**src/rtl/dram_arbiter_pkg.sv**
```systemverilog
// Shared encodings for the MIG user-port arbiter: command codes, FSM states
// and burst geometry.
package dram_arbiter_pkg;

  localparam int BEATS_PER_BURST = 2;

  localparam logic [2:0] APP_CMD_WRITE = 3'b000;
  localparam logic [2:0] APP_CMD_READ  = 3'b001;

  typedef enum logic [2:0] {
    ST_IDLE     = 3'd0,
    ST_RD_CMD   = 3'd1,
    ST_WR_CMD   = 3'd2,
    ST_WR_BEAT0 = 3'd3,
    ST_WR_BEAT1 = 3'd4,
    ST_ERROR    = 3'd5
  } arb_state_t;

  function automatic logic [7:0] sat_inc8(input logic [7:0] value, input logic [7:0] limit);
    sat_inc8 = (value >= limit) ? limit : value + 8'd1;
  endfunction

endpackage

```
**src/rtl/dram_arbiter_credit.sv**
```systemverilog
// Read-side bookkeeping: FIFO space reserved by accepted reads, beats still
// owed by the MIG, and detection of either count being driven below zero.
module dram_arbiter_credit
  import dram_arbiter_pkg::*;
#(
  parameter int RD_CREDITS = 32
) (
  input  logic       dram_clk,
  input  logic       reset_n,
  input  logic       rd_accept,
  input  logic       rd_beat_pop,
  input  logic       app_rd_data_valid,
  output logic [7:0] credit_avail,
  output logic       underflow_err
);

  localparam logic [7:0] CREDIT_MAX  = 8'(RD_CREDITS);
  localparam logic [7:0] BURST_BEATS = 8'(BEATS_PER_BURST);

  logic [7:0] reserved_r;
  logic [7:0] in_flight_r;
  logic [7:0] reserved_nxt_s;
  logic [7:0] in_flight_nxt_s;
  logic       pop_ok_s;
  logic       beat_ok_s;

  // Next counter values; an illegal decrement is dropped and flagged instead.
  always_comb begin
    pop_ok_s        = rd_beat_pop && (reserved_r != 8'd0);
    beat_ok_s       = app_rd_data_valid && (in_flight_r != 8'd0);
    underflow_err   = (rd_beat_pop && (reserved_r == 8'd0)) ||
                      (app_rd_data_valid && (in_flight_r == 8'd0));
    reserved_nxt_s  = reserved_r + (rd_accept ? BURST_BEATS : 8'd0) - (pop_ok_s ? 8'd1 : 8'd0);
    in_flight_nxt_s = in_flight_r + (rd_accept ? BURST_BEATS : 8'd0) - (beat_ok_s ? 8'd1 : 8'd0);
  end

  // Counter and registered credit output.
  always_ff @(posedge dram_clk or negedge reset_n) begin
    if (!reset_n) begin
      reserved_r   <= 8'd0;
      in_flight_r  <= 8'd0;
      credit_avail <= CREDIT_MAX;
    end else begin
      reserved_r   <= reserved_nxt_s;
      in_flight_r  <= in_flight_nxt_s;
      credit_avail <= CREDIT_MAX - reserved_nxt_s;
    end
  end

endmodule

```
**src/rtl/dram_arbiter.sv**
```systemverilog
// Arbitrates the MIG user port between the coefficient write and read
// requesters, one BL8 command at a time, with read credit flow control.
module dram_arbiter
  import dram_arbiter_pkg::*;
#(
  parameter int ADDR_WIDTH      = 27,
  parameter int APP_DATA_WIDTH  = 256,
  parameter int RD_CREDITS      = 32,
  parameter int WR_STARVE_LIMIT = 4
) (
  input  logic                        dram_clk,
  input  logic                        reset_n,
  input  logic                        wr_req,
  input  logic [ADDR_WIDTH-1:0]       wr_addr,
  input  logic [2*APP_DATA_WIDTH-1:0] wr_data,
  output logic                        wr_ack,
  input  logic                        rd_req,
  input  logic [ADDR_WIDTH-1:0]       rd_addr,
  output logic                        rd_ack,
  input  logic                        rd_beat_pop,
  input  logic                        app_rdy,
  input  logic                        app_wdf_rdy,
  input  logic                        app_rd_data_valid,
  output logic                        app_en,
  output logic [2:0]                  app_cmd,
  output logic [ADDR_WIDTH-1:0]       app_addr,
  output logic                        app_wdf_wren,
  output logic                        app_wdf_end,
  output logic [APP_DATA_WIDTH-1:0]   app_wdf_data,
  output logic [7:0]                  rd_credit_avail,
  output logic                        busy,
  output logic                        error
);

  localparam logic [7:0] STARVE_MAX = 8'(WR_STARVE_LIMIT);

  arb_state_t                state_r;
  arb_state_t                state_d;
  logic [7:0]                starve_r;
  logic [APP_DATA_WIDTH-1:0] wr_hi_r;
  logic                      rd_elig_s;
  logic                      starve_full_s;
  logic                      grant_rd_s;
  logic                      grant_wr_s;
  logic                      rd_accept_s;
  logic                      wr_accept_s;
  logic                      err_s;

  dram_arbiter_credit #(.RD_CREDITS(RD_CREDITS)) u_credit (
    .dram_clk          (dram_clk),
    .reset_n           (reset_n),
    .rd_accept         (rd_accept_s),
    .rd_beat_pop       (rd_beat_pop),
    .app_rd_data_valid (app_rd_data_valid),
    .credit_avail      (rd_credit_avail),
    .underflow_err     (err_s)
  );

  assign rd_elig_s     = rd_req && (rd_credit_avail >= 8'(BEATS_PER_BURST));
  assign starve_full_s = (starve_r == STARVE_MAX);

  // Next-state and grant/accept decode; a counter underflow overrides everything.
  always_comb begin
    state_d     = state_r;
    grant_rd_s  = 1'b0;
    grant_wr_s  = 1'b0;
    rd_accept_s = 1'b0;
    wr_accept_s = 1'b0;
    if (err_s) begin
      state_d = ST_ERROR;
    end else begin
      case (state_r)
        ST_IDLE: begin
          if (wr_req && (starve_full_s || !rd_elig_s)) begin
            grant_wr_s = 1'b1;
            state_d    = ST_WR_CMD;
          end else if (rd_elig_s) begin
            grant_rd_s = 1'b1;
            state_d    = ST_RD_CMD;
          end else begin
            state_d = ST_IDLE;
          end
        end
        ST_RD_CMD: begin
          if (app_rdy) begin
            rd_accept_s = 1'b1;
            state_d     = ST_IDLE;
          end else begin
            state_d = ST_RD_CMD;
          end
        end
        ST_WR_CMD: begin
          if (app_rdy) begin
            wr_accept_s = 1'b1;
            state_d     = ST_WR_BEAT0;
          end else begin
            state_d = ST_WR_CMD;
          end
        end
        ST_WR_BEAT0: state_d = app_wdf_rdy ? ST_WR_BEAT1 : ST_WR_BEAT0;
        ST_WR_BEAT1: state_d = app_wdf_rdy ? ST_IDLE : ST_WR_BEAT1;
        ST_ERROR:    state_d = ST_ERROR;
        default:     state_d = ST_ERROR;
      endcase
    end
  end

  // State register.
  always_ff @(posedge dram_clk or negedge reset_n) begin
    if (!reset_n) state_r <= ST_IDLE;
    else          state_r <= state_d;
  end

  // Consecutive read grants taken while a write was waiting.
  always_ff @(posedge dram_clk or negedge reset_n) begin
    if (!reset_n)                  starve_r <= 8'd0;
    else if (grant_wr_s)           starve_r <= 8'd0;
    else if (grant_rd_s && wr_req) starve_r <= sat_inc8(starve_r, STARVE_MAX);
    else                           starve_r <= starve_r;
  end

  // Outputs are registered from the next state so they line up with state_r.
  always_ff @(posedge dram_clk or negedge reset_n) begin
    if (!reset_n) begin
      app_en       <= 1'b0;
      app_cmd      <= APP_CMD_WRITE;
      app_addr     <= '0;
      app_wdf_wren <= 1'b0;
      app_wdf_end  <= 1'b0;
      app_wdf_data <= '0;
      wr_hi_r      <= '0;
      wr_ack       <= 1'b0;
      rd_ack       <= 1'b0;
      busy         <= 1'b0;
      error        <= 1'b0;
    end else begin
      app_en       <= (state_d == ST_RD_CMD) || (state_d == ST_WR_CMD);
      app_wdf_wren <= (state_d == ST_WR_BEAT0) || (state_d == ST_WR_BEAT1);
      app_wdf_end  <= (state_d == ST_WR_BEAT1);
      wr_ack       <= wr_accept_s;
      rd_ack       <= rd_accept_s;
      busy         <= (state_d != ST_IDLE);
      error        <= (state_d == ST_ERROR);
      if (grant_rd_s) begin
        app_cmd  <= APP_CMD_READ;
        app_addr <= rd_addr;
      end else if (grant_wr_s) begin
        app_cmd  <= APP_CMD_WRITE;
        app_addr <= wr_addr;
      end
      // wr_data is only guaranteed until wr_ack, so capture both halves at accept.
      if (wr_accept_s) begin
        app_wdf_data <= wr_data[APP_DATA_WIDTH-1:0];
        wr_hi_r      <= wr_data[2*APP_DATA_WIDTH-1:APP_DATA_WIDTH];
      end else if ((state_r == ST_WR_BEAT0) && (state_d == ST_WR_BEAT1)) begin
        app_wdf_data <= wr_hi_r;
      end
    end
  end

endmodule

```
**config.mk**
```make
export PLATFORM = sky130hd
export DESIGN_NAME = dram_arbiter
export DESIGN_NICKNAME = d
export VERILOG_FILES = /design/src/rtl/dram_arbiter_pkg.sv /design/src/rtl/dram_arbiter_credit.sv /design/src/rtl/dram_arbiter.sv
export SDC_FILE = /design/constraint.sdc
export NUM_CORES = 1
export LEC_CHECK = 0
export CAP_MARGIN = 20
export CELL_PAD_IN_SITES_DETAIL_PLACEMENT = 0
export CELL_PAD_IN_SITES_GLOBAL_PLACEMENT = 1
export CORE_AREA = 2 2 337 339
export DETAILED_ROUTE_END_ITERATION = 10
export DIE_AREA = 0 0 339 341
export GPL_TIMING_DRIVEN = 0
export PLACE_DENSITY = 0.63
export SYNTH_ARGS = -nofsm -noshare
export SYNTH_HDL_FRONTEND = slang
export SYNTH_SLANG_ARGS = --single-unit
```
**constraint.sdc**
```tcl
create_clock -name dram_clk -period 7.1 [get_ports dram_clk]
set_input_delay 1.42 -clock dram_clk [delete_from_list [all_inputs] [get_ports dram_clk]]
set_output_delay 1.42 -clock dram_clk [all_outputs]
set_load 0.03 [all_outputs]
```
==> impl_metrics.csv, run 1 <==
group,metric,value,unit
pwr,ir_worst_vdd,0.191,mV
clocking,ctsResizeCount,0,
logic_synthesis,synth_cell_types,54,
detailed_routing,routedWlPerCell,22.3,um
sta,finalHoldViolCount,0,
clocking,htreeDepth,3,
finish,drive_gt1_frac,0.158,
placed_design,gp_congestion,0.844,
pwr,p_leak,17.1,nW
sta,fmax,234,MHz
die,initial_utilization,0.222,
logic_synthesis,avgSynthCellArea,12.5,um2
clocking,hold_buffers,0,
logic_synthesis,synthArstFlopShare,1.00,
sta,holdWs,0.483,ns
sta,slew_violations,0,
placed_design,dp_hpwl,78500,um
finish,n_fill_cell,11400,
logic_synthesis,synth-edff-count,0,
detailed_routing,drt_iter0_drc,742,
clocking,cts.clk_slew.worst_paths,0.06,ns
logic_synthesis,syn-cell-area,0.0248,mm2
logic_synthesis,synthFlopType,"dfrtp_1",
critical_path,path_class,"in -> reg",
global_route,grt_pass1_wl,144000,um
die,dieHeight,341,um
die,pin_count,875,
sta,slew_headroom,0.331,
logic_synthesis,synth_seq_cells,581,
critical_path,startpoint,"app_rd_data_valid",
clocking,cts_tree,"yes",
logic_synthesis,netlist_instances,1985,
global_route,overflow,0,
clocking,clock_latency,0.63,ns
critical_path,rrSetupSlack,3.14,ns
clocking,ctsRootBufferMaster,"clkbuf_16",
detailed_routing,viasPerCell,4.27,
critical_path,worst-path-buf-inv,3,
logic_synthesis,seq_area_frac_synth,0.586,
global_route,grt_pass1_vias,20300,
critical_path,crit_fanout,10,
detailed_routing,vias,19200,
status,status,"finished, final reports clean",
global_route,antenna_found_initial,30,
critical_path,startpoint_type,"input pin",
logic_synthesis,synth_most_common_cell,"dfrtp_1",
pwr,p_per_area,435,mW/mm2
die,rows,123,
min_path,hp-class,"reg -> reg",
sta,fin_skew,0.0218,ns
finish,area_growth,52.8,%
sta,tightest_slew,1.00,ns
critical_path,crit_chain,"clkdlybuf4s50_1 > and3_1 > a21oi_1 > buf_2 > nand4_1 > ha_1 > inv_1 > ha_1 > fa_1 > nand2b_1 > a2111o_1 > a21oi_1 > xnor2_1",
critical_path,crit_path_end_kind,"flip-flop",
critical_path,cp.depth,13,
detailed_routing,final_antenna_net_count,0,
die,placeableCoreArea,0.112,mm2
die,die-area,0.116,mm2
critical_path,crit_path_end,"u_credit.credit_avail[7]",
sta,min_period,4.28,ns
clocking,cts.sinks,581,
critical_path,cp_slowest_cell,"fa_1",
logic_synthesis,synth_top_area_share,0.585,
clocking,cts_made_buffers,72,
detailed_routing,drt_pre_antenna_iters,4,
critical_path,r2r_cells,15,
logic_synthesis,synth_top_cell_by_area,"dfrtp_1",
sta,finalSetupViolations,0,
clocking,postCtsSetupRepairBufs,0,
critical_path,worstReg2RegEnd,"u_credit.credit_avail[7]",
critical_path,worstPathRequired,7.65,ns
global_route,gr-usage-all-layers,0.169,
clocking,clockBufferDepth,3,
placed_design,placed_cells,4363,
logic_synthesis,synthTopCellsByArea,"dfrtp_1 (58%), mux2_2 (12%), mux2i_1 (10%)",
placed_design,io_buffers,872,
die,die_w,339,um
logic_synthesis,yosysWarnings,0,
global_route,grt_start_max_net_pins,110,
critical_path,reg2reg_from,"u_credit.in_flight_r[2]",
finish,layout.cells.non_filler,4497,
detailed_routing,drc,0,
sta,rsz0062_at_grt,"no",
critical_path,cpPeakStageDelay,0.56,ns
critical_path,worst_path_dominant_cell_family,"adder cells",
finish,final_nets,3538,
job,maxCapViolations,0,
sta,fin_setup_tns,0,ns
sta,min_period_over_period,0.603,
min_path,min_from,"app_cmd[0]",
logic_synthesis,yosys-top-cells-count,"dfrtp_1 (580), nand2_1 (271), o21ai_0 (261)",
critical_path,cp.arrival,4.83,ns
detailed_routing,routed_wl,100000,um
-- placed cells by master, fill, tap and decap left out, types with 8 or more instances in the layout --
| cell | n |
|---|---|
| o21ai_0 | 261 |
| inv_1 | 35 |
| mux2i_1 | 257 |
| clkinv_2 | 9 |
| buf_6 | 25 |
| clkbuf_16 | 74 |
| mux2_2 | 256 |
| nand2_1 | 271 |
| nor2_1 | 10 |
| a221o_1 | 27 |
| ha_1 | 25 |
| dfrtp_1 | 580 |
| clkdlybuf4s50_1 | 871 |
| diode_2 | 9 |
| a21oi_1 | 15 |
| buf_2 | 62 |
| clkbuf_1 | 49 |
| xnor2_1 | 8 |
| nor3_1 | 8 |
| buf_4 | 13 |
| clkbuf_8 | 13 |
| and2_1 | 31 |
-- report_power, final --
group | leakage [nW] | internal (mW) | switching (mW)
combinational | 8.75 | 3.23 | 3.77
clock | 1.14 | 2.17 | 1.50
sequential | 7.19 | 4.89 | 0.912
-- flip-flops by register name, summed over array words and instances (netlist names) --
name                   count
app_addr                  27
app_cmd                    1
app_en                     1
app_wdf_data             256
app_wdf_end                1
app_wdf_wren               1
busy                       1
error                      1
rd_ack                     1
starve_r                   8
state_r                    3
u_credit.credit_avail      7
u_credit.in_flight_r       8
u_credit.reserved_r        8
wr_ack                     1
wr_hi_r                  256
-- logic make-up (layout without fill, tap and decap cells) --
kind of cell	count (synthesis)	count (layout)	share of synthesized area
flip-flops	581	581	0.586
multiplexers	513	513	0.220
AND/OR/NAND/NOR	356	356	0.0627
AO/OA/AOI/OAI	329	329	0.0749
buffers and inverters	164	1166	0.0375
adder cells (fa/ha/maj)	27	27	0.0142
XOR/XNOR	14	14	0.00494
other	1	11	0.000151
-- metrics by stage --
step	util	total power, mW	instance area (um2)	setup slack (ns)
after global placement	0.317	12.9	35400	-24.20
after detailed placement	0.318	13.0	35600	2.15
after global routing	0.339	17.5	37900	2.61
final	0.339	16.5	37900	2.82
after floorplan	-	9.80	24800	3.01
after CTS	0.339	16.7	37900	2.84
-- worst min-delay path by stage --
stage	endpoint	slack (ns)	cells after the start
3_3_place_gp	app_cmd[0]	0.47	1
5_1_grt	wr_hi_r[111]	0.51	1
6_report	app_cmd[0]	0.48	1
2_1_floorplan	wr_hi_r[208]	0.48	1
4_1_cts	app_cmd[0]	0.48	1
3_5_place_dp	app_cmd[0]	0.47	1
-- layer usage --
| layer | track usage | wire [um] | vias to the layer above |
|---|---|---|---|
| li1 | - | - | 8868 |
| met2 | 0.283 | 49100 | 653 |
| met5 | 0 | 126 | - |
| met3 | 0.0646 | 8310 | 137 |
| met4 | 0.0509 | 2190 | 18 |
| met1 | 0.201 | 40600 | 9506 |
-- cell type report --
type / count / area (um2) / area share
Clock buffer: 107 / 2110 / 0.0555
Sequential cell: 581 / 14500 / 0.383
Timing Repair Buffer: 877 / 8870 / 0.234
Tap cell: 1500 / 1880 / 0.0495
Multi-Input combinational cell: 1241 / 9350 / 0.247
Antenna cell: 9 / 22.5 / 0.000594
Inverter: 35 / 131 / 0.00346
Clock inverter: 18 / 220 / 0.00581
Buffer: 129 / 798 / 0.0211
Note: power is estimated with default switching activity, not from simulation.
==> inputs of run 2 (changes only) <==
--- a/config.mk
+++ b/config.mk
@@ -8,11 +8,11 @@
 export CAP_MARGIN = 20
 export CELL_PAD_IN_SITES_DETAIL_PLACEMENT = 0
 export CELL_PAD_IN_SITES_GLOBAL_PLACEMENT = 1
-export CORE_AREA = 2 2 337 339
+export CORE_AREA = 2 2 341 343
 export DETAILED_ROUTE_END_ITERATION = 10
-export DIE_AREA = 0 0 339 341
+export DIE_AREA = 0 0 343 345
 export GPL_TIMING_DRIVEN = 0
-export PLACE_DENSITY = 0.63
+export PLACE_DENSITY = 0.62
 export SYNTH_ARGS = -nofsm -noshare
 export SYNTH_HDL_FRONTEND = slang
 export SYNTH_SLANG_ARGS = --single-unit
==> constraint.sdc (replaced) <==
create_clock -name dram_clk -period 4.08 [get_ports dram_clk]
set_input_delay 0.816 -clock dram_clk [delete_from_list [all_inputs] [get_ports dram_clk]]
set_output_delay 0.816 -clock dram_clk [all_outputs]
set_load 0.03 [all_outputs]
==> run 2 against run 1 <==
Clock skew is 0.0051 ns higher. Sequential share of layout area hardly changed. Largest power group unchanged. First-iteration DRC count is 28% higher. Clock power is 69% higher. Power is 73% higher. Setup slack worse by 2.5 ns. Worst hold slack worse by 0.38 ns.
==> impl_metrics.csv, run 2 (synthesis gave the netlist of run 1 again) <==
group,metric,value,unit
critical_path,path_common_cell,"ha_1",
clocking,cts.sinks,581,
clocking,cts.clk_slew.worst_paths,0.06,ns
placed_design,gp_congestion,0.817,
sta,holdWs,0.102,ns
global_route,grt_start_max_net_pins,112,
detailed_routing,viasPerCell,4.25,
die,placeableCoreArea,0.115,mm2
finish,design_area,0.0379,mm2
clocking,clockBufferDepth,3,
critical_path,crit_path_end,"u_credit.credit_avail[7]",
clocking,clock_latency,0.65,ns
clocking,hold_buffers,0,
sta,fin_skew,0.0269,ns
detailed_routing,drt_pre_antenna_iters,5,
critical_path,cp_slowest_cell,"fa_2",
die,dieHeight,345,um
clocking,htreeDepth,3,
detailed_routing,vias,19300,
job,maxCapViolations,0,
critical_path,startpoint,"u_credit.in_flight_r[2]",
finish,layout_common_cells,"clkdlybuf4s50_1 (871), dfrtp_1 (580), nand2_1 (271)",
detailed_routing,drt_iter0_drc,948,
finish,final_common_cell,"clkdlybuf4s50_1",
critical_path,cpPeakStageDelay,0.51,ns
sta,tightest_slew,0.939,ns
sta,fmax,263,MHz
sta,min_period,3.80,ns
sta,rsz0062_at_grt,"no",
critical_path,worstReg2RegEnd,"u_credit.credit_avail[7]",
global_route,antenna_found_initial,33,
finish,final_nets,3543,
critical_path,r2r_cells,15,
critical_path,path_class,"reg -> reg",
pwr,p_per_area,752,mW/mm2
critical_path,reg2reg_from,"u_credit.in_flight_r[2]",
sta,finalSetupViolations,0,
critical_path,startpoint_type,"flip-flop",
die,initial_utilization,0.216,
die,die-area,0.118,mm2
detailed_routing,routedWlPerCell,22.4,um
min_path,hp-class,"in -> async",
detailed_routing,drc,0,
sta,slew_headroom,0.374,
critical_path,worstPathRequired,4.63,ns
pwr,ir_worst_vdd,0.367,mV
critical_path,crit_path_end_kind,"flip-flop",
pwr,p_total,28.5,mW
die,pin_count,875,
detailed_routing,final_antenna_net_count,0,
status,status,"finished, final reports clean",
global_route,grt_pass1_vias,20200,
sta,setup_ws,0.279,ns
sta,slew_violations,0,
global_route,grt_pass1_wl,145000,um
critical_path,crit_chain,"inv_1 > ha_1 > and4bb_1 > and3_1 > a21oi_2 > buf_4 > nand4_1 > ha_1 > inv_1 > ha_1 > fa_2 > nand2b_1 > a2111o_1 > a21oi_1 > xnor2_1",
placed_design,placed_area,0.0356,mm2
placed_design,io_buffers,872,
global_route,overflow,0,
sta,finalHoldViolCount,0,
finish,area_growth,52.8,%
pwr,p_leak,17.1,nW
critical_path,cp.arrival,4.35,ns
die,rows,125,
placed_design,dp_hpwl,78200,um
finish,reg_top3,"app_wdf_data (256), wr_hi_r (256), app_addr (27)",
die,die_w,343,um
finish,drive_gt1_frac,0.160,
clocking,cts_made_buffers,73,
sta,min_period_over_period,0.932,
detailed_routing,routed_wl,102000,um
critical_path,rrSetupSlack,0.28,ns
clocking,cts_tree,"yes",
critical_path,crit_fanout,10,
placed_design,post-place-ws,-0.362,ns
global_route,gr-usage-all-layers,0.168,
clocking,ctsRootBufferMaster,"clkbuf_16",
run 2: changes by cell type in the layout (fill, tap and decap cells not counted), moves of 2 or more:
cell       previous run  this run
bufinv_16             3         0
clkbuf_1             49        46
diode_2               9        15
clkbuf_8             13        10
clkinv_2              9        11
buf_4                13        16
run 2: cell type report:
class / count / area [um2]
diodes: 15 / 37.5
plain buffers: 129 / 801
clock buffers: 102 / 2080
clock inverters: 19 / 149
fillers: 11900 / 77200
inverters: 35 / 131
multi-input cells: 1241 / 9360
flip-flops and latches: 581 / 14500
well taps: 1524 / 1910
repair buffers: 881 / 8930
run 2: repair_timing:
action                                  in CTS  in global routing
endpoints found under the setup margin       1                  3
resized for setup                            1                  2
pin swaps                                    1                  1
setup buffers                                0                  2
run 2: per-layer routing:
| metal | part of all wire | GRT usage | vias up | routed length, um |
|---|---|---|---|---|
| met1 | 0.41 | 0.206 | 9552 | 41800 |
| met3 | 0.090 | 0.0582 | 144 | 9100 |
| li1 | - | - | 8873 | - |
| met2 | 0.47 | 0.274 | 673 | 48300 |
| met5 | 0.0010 | 0 | - | 103 |
| met4 | 0.023 | 0.0537 | 16 | 2350 |
run 2: worst max-delay path, delay by kind of cell (launching register included):
kind	cells	cell delay [ns]
adders and majority gates	4	1.28
AOI/OAI and AO/OA	3	0.76
buffers and inverters	3	0.33
DFF	1	0.39
and+or+nand+nor	4	0.83
xor gates and xnor gates	1	0.14
run 2: metrics by stage:
step / std cells / setup TNS [ns] / utilization
global placement: 4382 / - / 0.308
CTS: 4510 / 0 / 0.329
floorplan: 1986 / 0 / -
finish: 4527 / 0 / 0.330
global route: 4524 / 0 / 0.329
detailed placement: 4389 / -0.910 / 0.310
run 2: power by group:
part	leakage [nW]	internal [mW]	switching, mW
combinational	8.79	5.64	6.56
sequential	7.19	8.51	1.62
clock	1.10	3.55	2.65
run 2: worst min-delay path by stage:
stage	from	end	cells after the start
after global placement	app_cmd[0]	app_cmd[0]	1
after floorplan	wr_hi_r[208]	wr_hi_r[208]	1
after detailed placement	app_cmd[0]	app_cmd[0]	1
after global routing	reset_n	wr_hi_r[138]	1
final	reset_n	wr_hi_r[138]	1
after CTS	reset_n	wr_hi_r[144]	1
